## src/rtl/jttrack_sndlatch.sv

```systemverilog
// jttrack_sndlatch
// Sound-side receiver for the main-to-sound command path. Bytes written by
// the main CPU are queued in a small FIFO so back-to-back commands survive
// while the sound CPU is stalled. Main CPU interrupt requests become a
// pending interrupt for the sound CPU.
//
// Parameters:
//   AW       FIFO address width, depth = 2**AW entries
//   IRQ_HOLD 1: interrupt stays pending until the FIFO is empty
//            0: interrupt clears on irq_ack
//
// Ports:
//   clk        system clock
//   rst_n      asynchronous active-low reset
//   main_dout  main CPU data bus, captured on a m2s_data rising edge
//   m2s_data   main CPU latch-write strobe (level)
//   m2s_irq    main CPU interrupt request (level)
//   snd_rd     sound CPU latch-read strobe (level), pops on its falling edge
//   irq_ack    sound CPU interrupt acknowledge (single-clk pulse)
//   snd_dout   registered FIFO head byte
//   snd_irqn   interrupt to sound CPU, active low
//   empty      FIFO empty
//   full       FIFO full
//   ovf        sticky overflow flag, cleared only by reset
module jttrack_sndlatch #(
    parameter int AW       = 2,
    parameter int IRQ_HOLD = 0
) (
    input  logic       clk,
    input  logic       rst_n,
    input  logic [7:0] main_dout,
    input  logic       m2s_data,
    input  logic       m2s_irq,
    input  logic       snd_rd,
    input  logic       irq_ack,
    output logic [7:0] snd_dout,
    output logic       snd_irqn,
    output logic       empty,
    output logic       full,
    output logic       ovf
);

    localparam logic [AW:0] FULL_CNT = {1'b1, {AW{1'b0}}};

    typedef enum logic {
        IDLE,
        PEND
    } irq_state_t;

    logic          data_q;
    logic          irq_q;
    logic          rd_q;
    logic          push_edge;
    logic          irq_edge;
    logic          pop_edge;
    logic          push_ok;
    logic          pop_ok;
    logic [AW-1:0] wr_ptr;
    logic [AW-1:0] rd_ptr;
    logic [AW:0]   count;
    logic [AW:0]   count_next;
    logic          empty_next;
    logic [7:0]    mem [0:(1<<AW)-1];
    irq_state_t    state;
    irq_state_t    state_next;

    // Previous-cycle copies of the strobes for edge detection
    always_ff @(posedge clk or negedge rst_n) begin
        if (!rst_n) begin
            data_q <= 1'b0;
            irq_q  <= 1'b0;
            rd_q   <= 1'b0;
        end else begin
            data_q <= m2s_data;
            irq_q  <= m2s_irq;
            rd_q   <= snd_rd;
        end
    end

    assign push_edge = m2s_data & ~data_q;
    assign irq_edge  = m2s_irq & ~irq_q;
    // Pop at the end of the read so snd_dout is stable for the whole access
    assign pop_edge  = ~snd_rd & rd_q;

    assign pop_ok  = pop_edge & ~empty;
    // A pop in the same clock frees a slot, so a push while full is accepted
    assign push_ok = push_edge & (~full | pop_ok);

    always_comb begin
        count_next = count;
        case ({push_ok, pop_ok})
            2'b10:   count_next = count + (AW+1)'(1);
            2'b01:   count_next = count - (AW+1)'(1);
            default: count_next = count;
        endcase
    end

    assign empty_next = (count_next == '0);

    // Pointers, occupancy and flags
    always_ff @(posedge clk or negedge rst_n) begin
        if (!rst_n) begin
            wr_ptr <= '0;
            rd_ptr <= '0;
            count  <= '0;
            empty  <= 1'b1;
            full   <= 1'b0;
            ovf    <= 1'b0;
        end else begin
            if (push_ok) begin
                wr_ptr <= wr_ptr + AW'(1);
            end
            if (pop_ok) begin
                rd_ptr <= rd_ptr + AW'(1);
            end
            count <= count_next;
            empty <= empty_next;
            full  <= (count_next == FULL_CNT);
            if (push_edge && !push_ok) begin
                ovf <= 1'b1;
            end
        end
    end

    // Storage is not reset; stale entries are unreachable once pointers clear
    always_ff @(posedge clk) begin
        if (push_ok) begin
            mem[wr_ptr] <= main_dout;
        end
    end

    // Head byte follows mem[rd_ptr] one clock late; frozen while empty so the
    // last popped value remains visible
    always_ff @(posedge clk or negedge rst_n) begin
        if (!rst_n) begin
            snd_dout <= 8'h00;
        end else if (!empty) begin
            snd_dout <= mem[rd_ptr];
        end
    end

    always_ff @(posedge clk or negedge rst_n) begin
        if (!rst_n) begin
            state <= IDLE;
        end else begin
            state <= state_next;
        end
    end

    // A new request in the acknowledge cycle keeps the interrupt pending
    always_comb begin
        state_next = state;
        snd_irqn   = 1'b1;
        case (state)
            IDLE: begin
                if (irq_edge) begin
                    state_next = PEND;
                end
            end
            PEND: begin
                snd_irqn = 1'b0;
                if (!irq_edge && irq_ack) begin
                    if (IRQ_HOLD == 0 || empty || empty_next) begin
                        state_next = IDLE;
                    end
                end
            end
            default: state_next = IDLE;
        endcase
    end

endmodule

```

## config.mk

```make
export PLATFORM = sky130hd
export DESIGN_NAME = jttrack_sndlatch
export DESIGN_NICKNAME = d
export VERILOG_FILES = /design/src/rtl/jttrack_sndlatch.sv
export SDC_FILE = /design/constraint.sdc
export NUM_CORES = 1
export LEC_CHECK = 0
export CAP_MARGIN = 5
export CORE_UTILIZATION = 55
export CTS_BUF_LIST = sky130_fd_sc_hd__clkbuf_2 sky130_fd_sc_hd__clkbuf_4 sky130_fd_sc_hd__clkbuf_8
export DETAILED_ROUTE_END_ITERATION = 10
export GPL_TIMING_DRIVEN = 0
export PLACE_DENSITY = 0.79
export SYNTH_ARGS = -nofsm -noshare
export SYNTH_HDL_FRONTEND = slang
export SYNTH_SLANG_ARGS = --single-unit
```

## constraint.sdc

```tcl
create_clock -name clk -period 6.9 [get_ports clk]
set_input_delay 1.725 -clock clk [delete_from_list [all_inputs] [get_ports clk]]
set_output_delay 1.725 -clock clk [all_outputs]
set_load 0.005 [all_outputs]
```

Word level (Yosys, flattened, before mapping)
Memories as Yosys holds them, arrays and structs flattened. A register that Yosys moved wholly into a read port is not among the register bits.
Index checks and enable logic that the tools add are counted.
{ "totals": {"regBits": 14, "mem_bits_rw": 32, "input_bits": 14, "wordCells": 44, "memories": 1} }
{ "mem_list": {"columns": ["name", "words", "word_bits", "read_ports", "rd_ports_with_merged_regs", "write_ports", "line", "source"], "rows": [
  ["mem", 4, 8, 1, 1, 1, "63", "logic [7:0] mem [0:(1<<AW)-1];"]
]} }
{ "classes": {"n_addsub": 4, "n_eq_ne": 3, "mux": 7, "bitwise": 12, "n_reduce_logical": 7} }
{ "op_table": {"columns": ["cell", "n"], "rows": [
  ["$not 1->1", 6],
  ["$pmux 3 s2", 1],
  ["$and 1x1->1", 5],
  ["$mux 1", 5],
  ["$add 2x1->2 const B", 2],
  ["$logic_not 1->1", 4],
  ["$add 3x1->3 const B", 1],
  ["$eq 3x3->1 const B", 1],
  ["$logic_not 3->1", 1],
  ["$sub 3x1->3 const B", 1],
  ["$eq 2x1->1 const B", 1],
  ["$eq 2x2->1 const B", 1],
  ["$logic_and 1x1->1", 2],
  ["$pmux 1 s2", 1],
  ["$or 1x1->1", 1]
]} }

Longest topological paths before layout
{ "depth": {"depth_word": 8, "mapped_depth": 9} }

Least setup slack after synthesis
OpenSTA, ideal clock, no wires.
{ "synth_timing": {"path_kind": "input -> register", "startpoint": "input snd_rd", "endpoint": "register full", "arrival_time_ns": 3.580, "required_ns": 6.780, "slack_ns": 3.200, "cell_stages": 8, "path_cell_list": "or3b_4 -> a21oi_4 -> inv_1 -> ha_1 -> fa_1 -> xnor2_1 -> xnor2_1 -> a31o_2"} }
{ "synth_via": {"elab_chain_cells": 8, "elab_cells_between_ends": 9, "classes_between": "eq/ne: 3; mux: 1; bitwise: 5"} }
{ "synth_rtl": {"columns": ["element", "line", "source"], "rows": [
  ["from (decl)", "34", "input logic snd_rd,"],
  ["$not 1->1 *", "83", "assign pop_edge = ~snd_rd & rd_q;"],
  ["$and 1x1->1 *", "83", null],
  ["$and 1x1->1 *", "85", "assign pop_ok = pop_edge & ~empty;"],
  ["$or 1x1->1", "87", "assign push_ok = push_edge & (~full | pop_ok);"],
  ["$and 1x1->1", "87", null],
  ["$eq 2x1->1 / $eq 2x2->1 (equally long branches)", "91", "case ({push_ok, pop_ok})"],
  ["$pmux 3 s2 *", "91", null],
  ["$eq 3x3->1 *", "118", "full <= (count_next == FULL_CNT);"],
  ["to (signal assigned)", "118", null],
  ["to (decl)", "39", "output logic full,"]
]} }
Every way passes the cells marked *; elsewhere a longest branch is shown, timed or not.
A chain may end at the register's enable or synchronous reset.

Worst setup path after layout
Same ends and word-level chain as after synthesis.

==> metrics <==
outcome=finished clean; CP arrival=4.25 ns; final std cells w/o fill=approximately 190; Vias per Instance=5.330; Rel. slew slack=30.47%; largest net degree at the start of global routing=23; Wirelength per Cell=between 15 and 20 um; Die X=64.10 um; Min Clock Period, post-route=4.051 ns; setup bufs post-CTS=0; first-pass GRT wire length=5471 um; Remaining Overflow, GRT=0; Worst Hold Class=register to register; syn_nets=133; hold wc startpoint=irq_q$_DFF_PN0_; gpl congestion=0.6742; clock slew at reported path FFs=0.08 ns; Worst Setup Path Type=input pin to register; I/O pins=26; final worst slack=2.850 ns; final wirelength=about 3300 um; Num CTS Buffers=5; FF-to-FF path depth=9; Slew Viols, Final=0; clock sink total=54; synthesis-to-layout area growth=20.89%; syn avg cell area=18.77 um2; hold depth=1; initial antenna violation count=0; Lkg Pwr=0.0009562 uW; register bit total from synthesis=54; commonest non-fill, non-tap cells in the layout=edfxtp_1 (32), clkdlybuf4s50_1 (25), dfrtp_1 (21); crit path launch type=input pin; Netlist cell types=24; fillcell total=between 200 and 250; placed wire-length estimate=between 2000 and 2500 um; Cell Rows=22; PD cells=392.5 nW/um2; DR pass1 iterations=4; starting density of the core=57.50%; Nets=about 170; reg2reg start=empty$_DFF_PN1_; H-Tree Level Count=2; layout cells sized above 1=23.97%; final setup violation count=0; Cells after DPL=186; worst-path fanout max=7; later-pin clock latency in the skew report=0.31 ns; crit share post-route=58.70%; Peak VDD IR=between 0.2 and 0.25 mV; Post-CTS Hold Fix Bufs=0; DRC=0; reg2reg end=full$_DFF_PN0_; Die ar.=4108 um2; vias post-DR=1,034; clock tree buffer depth=2; Antenna diodes=0; Clock Skew=roughly 0.0083 ns; max-cap viol count=0; IO Port Bufs=25; Mapped Cells=113; Synth Warn #=0; Total GRT Usage=19.18%; Die H=64.10 um; reg-to-reg slack, setup=4.21 ns; WHS Endpoint=state$_DFF_PN0_; Slew @ Worst Pin=just over 1 ns; CTS tree=yes; sequential area share after synthesis=a little under three quarters; achievable frequency=about 250 MHz; ANT nets after route=0; Post-Syn Area=around 2100 um2; Sum Neg Setup Slack=0 ns; post_cts resized=0; root buf cell=clkbuf_8; vias in the first global route=between 1,000 and 1,500; endpoint type of the worst setup path=register; Core Region=3689 um2; Required @ worst endpoint=between 7 and 8 ns; final hold vios=0; RSZ-0062 raised after global routing=false; commonest non-fill, non-tap cell in the layout=edfxtp_1; Detailed Route Iter0 Violations=28; pre-CTS setup slack=between 2 and 3 ns
synthesized netlist by cell type, drive strengths merged:
library cell	n	area, um2
a21oi	1	16.27
a31o	1	8.760
and2	4	30.03
and3	1	6.260
buf	2	16.26
clkbuf	1	3.750
dfrtp	21	525.5
dfstp	1	26.28
edfxtp	32	960.9
fa	1	20.02
ha	5	62.56
inv	6	22.52
mux2	10	116.4
mux4	8	180.2
nand2	4	15.01
nand2b	1	6.260
nor2	3	11.26
o21bai	1	7.510
o22ai	2	12.51
or3b	1	11.26
xnor2	6	52.55
xor2	1	8.760
where the power goes:
part / switching (uW) / internal [uW]
logic: 125 / 184
registers: 39.3 / 419
clock network: 95.5 / 143
total: 260 / 746
routing by layer:
| layer | wire length, um | part of all wire, % | GRT usage, % | up-vias |
|---|---|---|---|---|
| met5 | 0 | 0 | 0 | - |
| met1 | 1341 | 41 | 21.90 | 531 |
| met4 | 58 | 1.8 | 7.500 | 0 |
| met3 | 112 | 3.4 | 6.071 | 6 |
| met2 | 1738 | 53 | 33.51 | 21 |
| li1 | - | - | - | 476 |
registers in the layout (all words and copies together) (netlist names):
| signal | cells |
|---|---|
| state | 1 |
| mem | 32 |
| rd_ptr | 2 |
| empty | 1 |
| full | 1 |
| rd_q | 1 |
| count | 3 |
| irq_q | 1 |
| wr_ptr | 2 |
| data_q | 1 |
| ovf | 1 |
| snd_dout | 8 |
layout make-up:
type / instances / area [um2] / share of cell area (%)
Multi-Input combinational cell: 50 / 565.5 / 22.06
Timing Repair Buffer: 25 / 250.2 / 9.761
Clock inverter: 3 / 63.81 / 2.489
Clock buffer: 5 / 68.82 / 2.684
Tap cell: 48 / 60.06 / 2.343
Inverter: 6 / 22.52 / 0.8785
Buffer: 3 / 20.02 / 0.7809
Sequential cell: 54 / 1513 / 59.00
cells by family after synthesis:
logic type | count (synthesis) | synth area share [%]
flops | 54 | 71.33
fa+ha+maj | 6 | 3.894
compound gates | 5 | 2.124
buf+inv | 9 | 2.005
mux | 18 | 13.98
simple gates | 14 | 3.776
xor+xnor | 7 | 2.891
critical path, cell delays in order:
cell	delay [ns]
clkdlybuf4s50_1	0.43
or3b_4	0.44
a21oi_4	0.25
inv_1	0.07
ha_1	0.25
fa_1	0.41
xnor2_1	0.28
xnor2_1	0.13
a31o_2	0.25
metrics by stage:
stage | hold slack (ns) | total power (uW) | area [um2] | util (%)
after floorplan | 0.4096 | 654.9 | 2121 | -
after global placement | 0.4231 | 753.0 | 2431 | 65.91
after detailed placement | 0.4270 | 782.2 | 2431 | 65.91
after CTS | 0.4510 | 1020 | 2564 | 69.50
after global routing | 0.4645 | 1066 | 2564 | 69.50
final | 0.4440 | 1006 | 2564 | 69.50
how the worst max path moves through the flow:
stage               startpoint              to  slack (ns)  cells past startpoint
finish                  snd_rd  full$_DFF_PN0_        2.85                      9
detailed placement      snd_rd  full$_DFF_PN0_        2.50                      9
global placement        snd_rd  full$_DFF_PN0_        2.68                      9
CTS                     snd_rd  full$_DFF_PN0_        2.84                      9
floorplan               snd_rd  full$_DFF_PN0_        3.20                      8
global route            snd_rd  full$_DFF_PN0_        2.76                      9
(Power assumes the default switching activity.)
